File: src/rtl/fetch_stage.sv
// Instruction fetch stage with one-entry skid buffer and redirect/discard handling.
// Optional perf counters (stall_cycles, flush_count) enabled by FETCH_PERF_CNT_EN.
module fetch_stage #(
  parameter logic [31:0] RESET_PC = 32'h0000_0000
) (
  input  logic        clk,
  input  logic        reset,
  input  logic        stall,
  input  logic        branch_taken,
  input  logic [31:0] branch_target,
  input  logic        jump,
  input  logic [31:0] jump_target,
  output logic        imem_req,
  output logic [31:0] imem_addr,
  input  logic        imem_ack,
  input  logic [31:0] imem_rdata,
  output logic [31:0] if_id_inst,
  output logic [31:0] if_id_pc4,
  output logic        if_id_valid
`ifdef FETCH_PERF_CNT_EN
  ,
  output logic [31:0] stall_cycles,
  output logic [31:0] flush_count
`endif
);

  typedef enum logic [1:0] {FETCH, BUFFERED, DISCARD} state_t;

  state_t      state, state_nxt;
  logic [31:0] pc;
  logic [31:0] pc_plus4;
  logic [31:0] tgt_hold;
  logic [31:0] buf_inst;
  logic [31:0] buf_pc4;
  logic        redirect;
  logic [31:0] redirect_tgt;

  assign redirect     = branch_taken | jump;
  assign redirect_tgt = branch_taken ? branch_target : jump_target;
  assign pc_plus4     = pc + 32'd4;

  always_ff @(posedge clk) begin
    if (reset) state <= FETCH;
    else       state <= state_nxt;
  end

  always_comb begin
    state_nxt = state;
    case (state)
      FETCH: begin
        if (redirect)                  state_nxt = imem_ack ? FETCH : DISCARD;
        else if (imem_ack && stall)    state_nxt = BUFFERED;
      end
      BUFFERED: begin
        if (redirect || !stall)        state_nxt = FETCH;
      end
      DISCARD: begin
        if (imem_ack)                  state_nxt = FETCH;
      end
      default:                         state_nxt = FETCH;
    endcase
  end

  // In DISCARD pc still holds the abandoned address, so the request stays stable.
  always_comb begin
    imem_req  = (state != BUFFERED);
    imem_addr = pc;
  end

  always_ff @(posedge clk) begin
    if (reset) begin
      pc          <= RESET_PC;
      if_id_inst  <= 32'd0;
      if_id_pc4   <= 32'd0;
      if_id_valid <= 1'b0;
    end else begin
      if (redirect) if_id_valid <= 1'b0;
      case (state)
        FETCH: begin
          if (redirect) begin
            if (imem_ack) pc       <= redirect_tgt;
            else          tgt_hold <= redirect_tgt;
          end else if (imem_ack) begin
            pc <= pc_plus4;
            if (stall) begin
              buf_inst <= imem_rdata;
              buf_pc4  <= pc_plus4;
            end else begin
              if_id_inst  <= imem_rdata;
              if_id_pc4   <= pc_plus4;
              if_id_valid <= 1'b1;
            end
          end else if (!stall) begin
            if_id_valid <= 1'b0;
          end
        end
        BUFFERED: begin
          if (redirect) begin
            pc <= redirect_tgt;
          end else if (!stall) begin
            if_id_inst  <= buf_inst;
            if_id_pc4   <= buf_pc4;
            if_id_valid <= 1'b1;
          end
        end
        DISCARD: begin
          // A redirect landing together with the ack goes straight to the new target.
          if (redirect) begin
            if (imem_ack) pc       <= redirect_tgt;
            else          tgt_hold <= redirect_tgt;
          end else begin
            if (imem_ack) pc <= tgt_hold;
            if (!stall)   if_id_valid <= 1'b0;
          end
        end
        default: ;
      endcase
    end
  end

`ifdef FETCH_PERF_CNT_EN
  always_ff @(posedge clk) begin
    if (reset) begin
      stall_cycles <= 32'd0;
      flush_count  <= 32'd0;
    end else begin
      if (redirect)   flush_count  <= flush_count + 32'd1;
      else if (stall) stall_cycles <= stall_cycles + 32'd1;
    end
  end
`endif

endmodule

File: config.mk
export PLATFORM = sky130hd
export DESIGN_NAME = fetch_stage
export DESIGN_NICKNAME = d
export VERILOG_FILES = /design/src/rtl/fetch_stage.sv
export SDC_FILE = /design/constraint.sdc
export NUM_CORES = 1
export LEC_CHECK = 0
export BUFFER_PORTS_ARGS = -buffer_cell sky130_fd_sc_hd__buf_2
export CAP_MARGIN = 10
export CELL_PAD_IN_SITES_DETAIL_PLACEMENT = 1
export CELL_PAD_IN_SITES_GLOBAL_PLACEMENT = 1
export CORE_MARGIN = 2
export CORE_UTILIZATION = 38
export DETAILED_ROUTE_END_ITERATION = 12
export HOLD_SLACK_MARGIN = 0.02
export PLACE_DENSITY_LB_ADDON = 0.25
export SLEW_MARGIN = 30
export SYNTH_ARGS = -nofsm -noshare
export SYNTH_HDL_FRONTEND = slang
export SYNTH_SLANG_ARGS = --single-unit
File: constraint.sdc
create_clock -name clk -period 7.1 [get_ports clk]
set_input_delay 1.065 -clock clk [delete_from_list [all_inputs] [get_ports clk]]
set_output_delay 1.065 -clock clk [all_outputs]
set_load 0.1 [all_outputs]
==> After elaboration in Yosys (flattened, before gate mapping) <==
Cells that the tools add are included.
Widths: inputs -> output; s select.
{ "op_classes": {"shift": 0, "muxes": 34, "add_sub_neg": 1, "n_eq_ne": 14, "order_cmp": 0, "div": 0, "n_reduce_logical": 12, "mul": 0, "bitwise_logic": 4} }
{ "op_table": {"columns": ["cell", "count"], "rows": [
  ["$mux 32", 17],
  ["$pmux 32 s2", 2],
  ["$pmux 32 s3", 1],
  ["$add 32x3->32 const B", 1],
  ["$ne 2x2->1 const B", 8],
  ["$mux 2", 5],
  ["$ne 3x3->1 const B", 3],
  ["$reduce_and 4->1", 2],
  ["$mux 1", 7],
  ["$pmux 2 s3", 1],
  ["$reduce_and 6->1", 1],
  ["$reduce_and 5->1", 1],
  ["$not 1->1", 3],
  ["$pmux 1 s3", 1],
  ["$reduce_and 3->1", 1],
  ["$reduce_bool 3->1", 1],
  ["$eq 2x1->1 const B", 1],
  ["$eq 2x2->1 const B", 1],
  ["$logic_not 2->1", 1],
  ["$ne 2x1->1 const B", 1],
  ["$reduce_bool 2->1", 1],
  ["$reduce_or 2->1", 1],
  ["$logic_and 1x1->1", 1],
  ["$logic_not 1->1", 1],
  ["other kinds (2)", 2]
]} }
{ "totals": {"latchBits": 0, "out_inout_bits": 98, "n_memories": 0, "reg_bits": 195, "elab_cells": 73, "mem_bits_rw": 0, "rom_bits": 0} }

==> Logic depth before layout (Yosys ltp) <==
{ "depth": {"depth_word": 6, "depth_mapped": 10, "mapped_depth_nobuf": 8} }

==> Least setup slack after synthesis <==
No wires, ideal clock.
{ "synth_timing": {"path_kind": "input to register", "startpoint": "in imem_ack", "endpoint": "reg buf_inst[0], enable pin", "stages": 6, "t_arrival_ps": 6641, "setup_ps": 565, "setup_slack_ps": -105, "cell_sequence": "clkbuf_1 > clkbuf_1 > buf_1 > clkbuf_1 > nand3_1 > nor3_1"} }
{ "synth_via": {"elab_chain_cells": 1} }
{ "synth_rtl": {"columns": ["item", "line", "source"], "rows": [
  ["from (decl)", "15", "input logic imem_ack,"],
  ["$reduce_and 5->1 (no line)", null, null],
  ["to (signal assigned)", "86", "buf_inst <= imem_rdata;"],
  ["to (decl)", "33", "logic [31:0] buf_inst;"]
]} }
Every way passes these cells.
A chain may end at the register's enable or synchronous reset.

==> Final worst setup path <==
{ "layout_timing": {"startpoint": "in branch_taken", "endpoint": "reg pc[15] (netlist: imem_addr[15])"} }
{ "layout_via": {"elab_chain_cells": 4, "word_cells_on_any_way": 11} }
{ "layout_rtl": {"columns": ["item", "line", "source"], "rows": [
  ["from (decl)", "9", "input logic branch_taken,"],
  ["$mux 32", "39", "assign redirect_tgt = branch_taken ? branch_target : jump_target;"],
  ["$mux 32", "81, 109", null],
  ["$mux 32, on equally long branches", "108, 80", null],
  ["$pmux 32 s3", "78", "case (state)"],
  ["to (signal assigned)", "81", "if (imem_ack) pc <= redirect_tgt;"],
  ["to (signal assigned)", "84", "pc <= pc_plus4;"],
  ["to (signal assigned)", "109", "if (imem_ack) pc <= redirect_tgt;"],
  ["to (decl)", "30", "logic [31:0] pc;"]
]} }
Several ways; a longest one is shown, not always the timed one. The select of a mux whose other input is x is not followed.

==> metrics.md <==
| Metric | Value |
|---|---|
| Status | `finished, final reports clean` |
| CP endpoint | `imem_addr[15]` |
| Max_slew headroom | `0.387` |
| Post-synthesis xor/xnor area fraction | `0.0254` |
| Core Region | `around 25000 sq um` |
| Largest net degree at the start of global routing | `90` |
| Max Clock Freq | `273 MHz` |
| Mapped Nets | `1101` |
| Vias | `8525` |
| Req. time, crit path | `7390 ps` |
| Reg2reg path depth | `7` |
| Multi-input gate area | `between 4000 and 5000 sq um` |
| P_sw | `1.03 mW` |
| Clock share of power | `0.342` |
| First-pass GRT wire length | `48100 um` |
| DR iter-0 viols | `512` |
| Sequential fraction of design power | `0.447` |
| Layout fillers | `2899` |
| Vias per cell | `5.77` |
| Commonest cells post-synth | `dfxtp_1 (99), edfxtp_1 (96), nor2_1 (92), nand2_1 (89), clkbuf_1 (77)` |
| Placed cells | `1445` |
| Max FO, Critical Path | `between 40 and 50` |
| Grt total ovfl | `0` |
| Main synth FF type | `dfxtp_1` |
| Yosys top cell by area | `edfxtp_1` |
| Post-synth EDFFs | `96` |
| Combinational Power Share | `0.210` |
| ANT cells | `0` |
| Origin of the critical flop-to-flop path | `state[0]` |
| Final min period | `3660 ps` |
| Sw Share | `0.354` |
| Post-CTS Setup Inserts | `0` |
| WL final | `31100 um` |
| Internal reg-to-reg setup slack | `3770 ps` |
| Worst EP arrival | `3950 ps` |
| DR pass1 iterations | `5` |
| Area fraction in compound gates after synthesis | `0.198` |
| CTS tree | `yes` |
| CTS Root Cell | `clkbuf_16` |
| Nets | `1241` |
| Type of origin of the critical path | `input pin` |
| Layout area overhead | `18.9%` |
| Area of the die | `26700 sq um` |
| Skew-Pair Late Insertion Delay | `~440 ps` |
| Mux contribution to synthesized area | `0.0787` |
| CP Class | `in2reg` |
| Post-DP HPWL | `20900 um` |
| Setup TNS | `0 ps` |
| Leak Pwr | `4.30 nW` |
| Starting Density | `0.385` |
| Max-Cap Viols | `0` |
| Mean Syn Cell Area | `9.73 sq um` |
| Synth Area in Adders | `0.00647` |
| Site Rows | `58` |
| PnR worst setup slack | `3440 ps` |
| Least-Margin Pin Slew | `~920 ps` |
| Hold Vio Cnt, Final | `0` |
| Final worst-path cycle share | `0.516` |
| Hold WC Path Type | `reg2reg` |
| Final Non-Filler Cells | `between 1000 and 1500` |
| Final Max Tran Viols | `0` |
| Pwr/cell area | `around 250 nW/um^2` |
| Die height | `about 160 um` |
| Crit. Startpoint | `branch_taken` |
| Worst slack at placement | `2970 ps` |
| Dpl cell area | `~11000 sq um` |
| Number of global-route vias before repair | `roughly 8400` |
| Critical path capture point type | `flip-flop` |
| Yosys top cell area share | `0.298` |
| Post-synthesis async set-or-reset flop share | `0` |
| Drt wl/cell | `~21 um` |
| Io pins | `200` |
| Reg-to-reg critical path endpoint | `if_id_pc4[17]` |
| Final instance area | `11500 sq um` |
| Worst-path clk slew | `80 ps` |
| Sequential-to-total area share from yosys stat | `0.503` |
| Synthesis-stage register bit count | `195` |
| GPL Wtd Cong | `0.829` |
| Area contributors post-synth | `edfxtp_1 (30%), dfxtp_1 (21%), mux2i_1 (4.1%), mux2_2 (3.7%), nor2_1 (3.6%)` |
| Drt drc | `0` |
| ANT nets after route | `0` |
| Gate count of the mapped netlist | `994` |
| Inserted Clock Buffers | `17` |
| Synth cell types | `62` |
| Simple-Gate Fraction of Synth Area | `0.145` |
| Peak VDD IR | `0.000113 V` |
| CTS sink cnt | `195` |
| Most numerous cell in the Yosys netlist | `dfxtp_1` |
| Reg area | `around 5000 sq um` |
| Mapped Area | `9670 sq um` |
| Yosys warns | `0` |
| CTS Hold Buffers Added | `0` |
| Largest family of logic cells by synthesized area | `compound AO/OA/AOI/OAI gates` |
| Internal | `1.87 mW` |
| Max Root-Sink Buffers | `2` |
| RSZ-0062 raised after global routing | `false` |
| H-tree depth | `4` |
| GRT Util Overall | `0.233` |
| Post-CTS sizing | `0` |
| Initial antenna violation count | `0` |
| Final Setup Violations | `0` |
| Die X | `approximately 160 um` |
| Setup Skew | `roughly 12 ps` |
| Fraction of layout cells with a size suffix above 1 | `0.255` |
| # port buffers | `199` |
kinds of logic (layout without fill, tap and decap cells):
family	Yosys count	after routing
mux	72	72
buf+inv	106	259
compound gates	289	289
xor+xnor	28	28
flops	195	195
simple gates	299	299
fa+ha+maj	5	5
worst max-delay path, cell delays in order:
cell and delay [ps]:
buf_2 70, buf_4 490, or2_2 620, o211a_1 840, nand2_1 410, a221oi_1 350
nor4_1 100
stage by stage:
stage	total power [mW]	utilization	hold slack (ps)
finish	2.90	0.458	454
global placement	1.92	0.433	439
global route	3.01	0.458	478
CTS	2.92	0.457	455
floorplan	1.76	-	453
detailed placement	1.93	0.433	444
layout by cell type (no fill, tap or decap), drive strengths merged, types with 14 or more instances in the layout:
cell type / Yosys / layout
buf: 14 / 212
nand2b: 17 / 17
nor4: 14 / 14
a31oi: 18 / 18
o21ai: 50 / 50
xnor2: 14 / 14
mux2i: 40 / 40
mux2: 32 / 32
inv: 12 / 17
nor2: 92 / 92
nand2: 89 / 89
nor3: 24 / 24
nand3: 28 / 28
clkbuf: 77 / 18
a21oi: 65 / 65
xor2: 14 / 14
a211oi: 44 / 44
edfxtp: 96 / 96
o22ai: 17 / 17
dfxtp: 99 / 99
routing by layer:
| metal | GRT usage | vias to the layer above | wire length [um] |
|---|---|---|---|
| li1 | - | 3985 | - |
| met1 | 0.329 | 4219 | 14500 |
| met2 | 0.366 | 283 | 14200 |
| met3 | 0.0439 | 38 | 1900 |
| met4 | 0.0634 | 0 | 468 |
| met5 | 0 | - | 0 |
final cells by class:
type                            instances  area share
Tap cell                              330      0.0359
Clock buffer                           18      0.0382
Clock inverter                         14      0.0159
Timing Repair Buffer                  212      0.0955
Multi-Input combinational cell        693       0.386
Sequential cell                       195       0.423
Inverter                               15     0.00490
how the worst min path moves through the flow:
| stage | startpoint | end | cells past startpoint |
|---|---|---|---|
| global placement | if_id_pc4[29] | if_id_pc4[29] | 2 |
| global route | if_id_pc4[8] | if_id_pc4[8] | 2 |
| finish | if_id_pc4[6] | if_id_pc4[6] | 2 |
| detailed placement | if_id_pc4[11] | if_id_pc4[11] | 2 |
| floorplan | imem_addr[0] | buf_pc4[0] | 0 |
| CTS | if_id_pc4[11] | if_id_pc4[11] | 2 |
power groups by stage:
stage | clock, mW | combinational [mW] | sequential, mW
3_5_place_dp | 0 | 0.608 | 1.32
2_1_floorplan | 0 | 0.249 | 1.51
6_report | 0.993 | 0.610 | 1.30
4_1_cts | 1.02 | 0.610 | 1.30
5_1_grt | 1.06 | 0.649 | 1.30
3_3_place_gp | 0 | 0.598 | 1.32
flip-flops by register name (all words and copies together) (netlist names):
register	flops
if_id_valid	1
buf_inst	32
imem_addr	32
state	2
if_id_inst	32
tgt_hold	32
buf_pc4	32
if_id_pc4	32
Power figures use the tool's default switching activity.
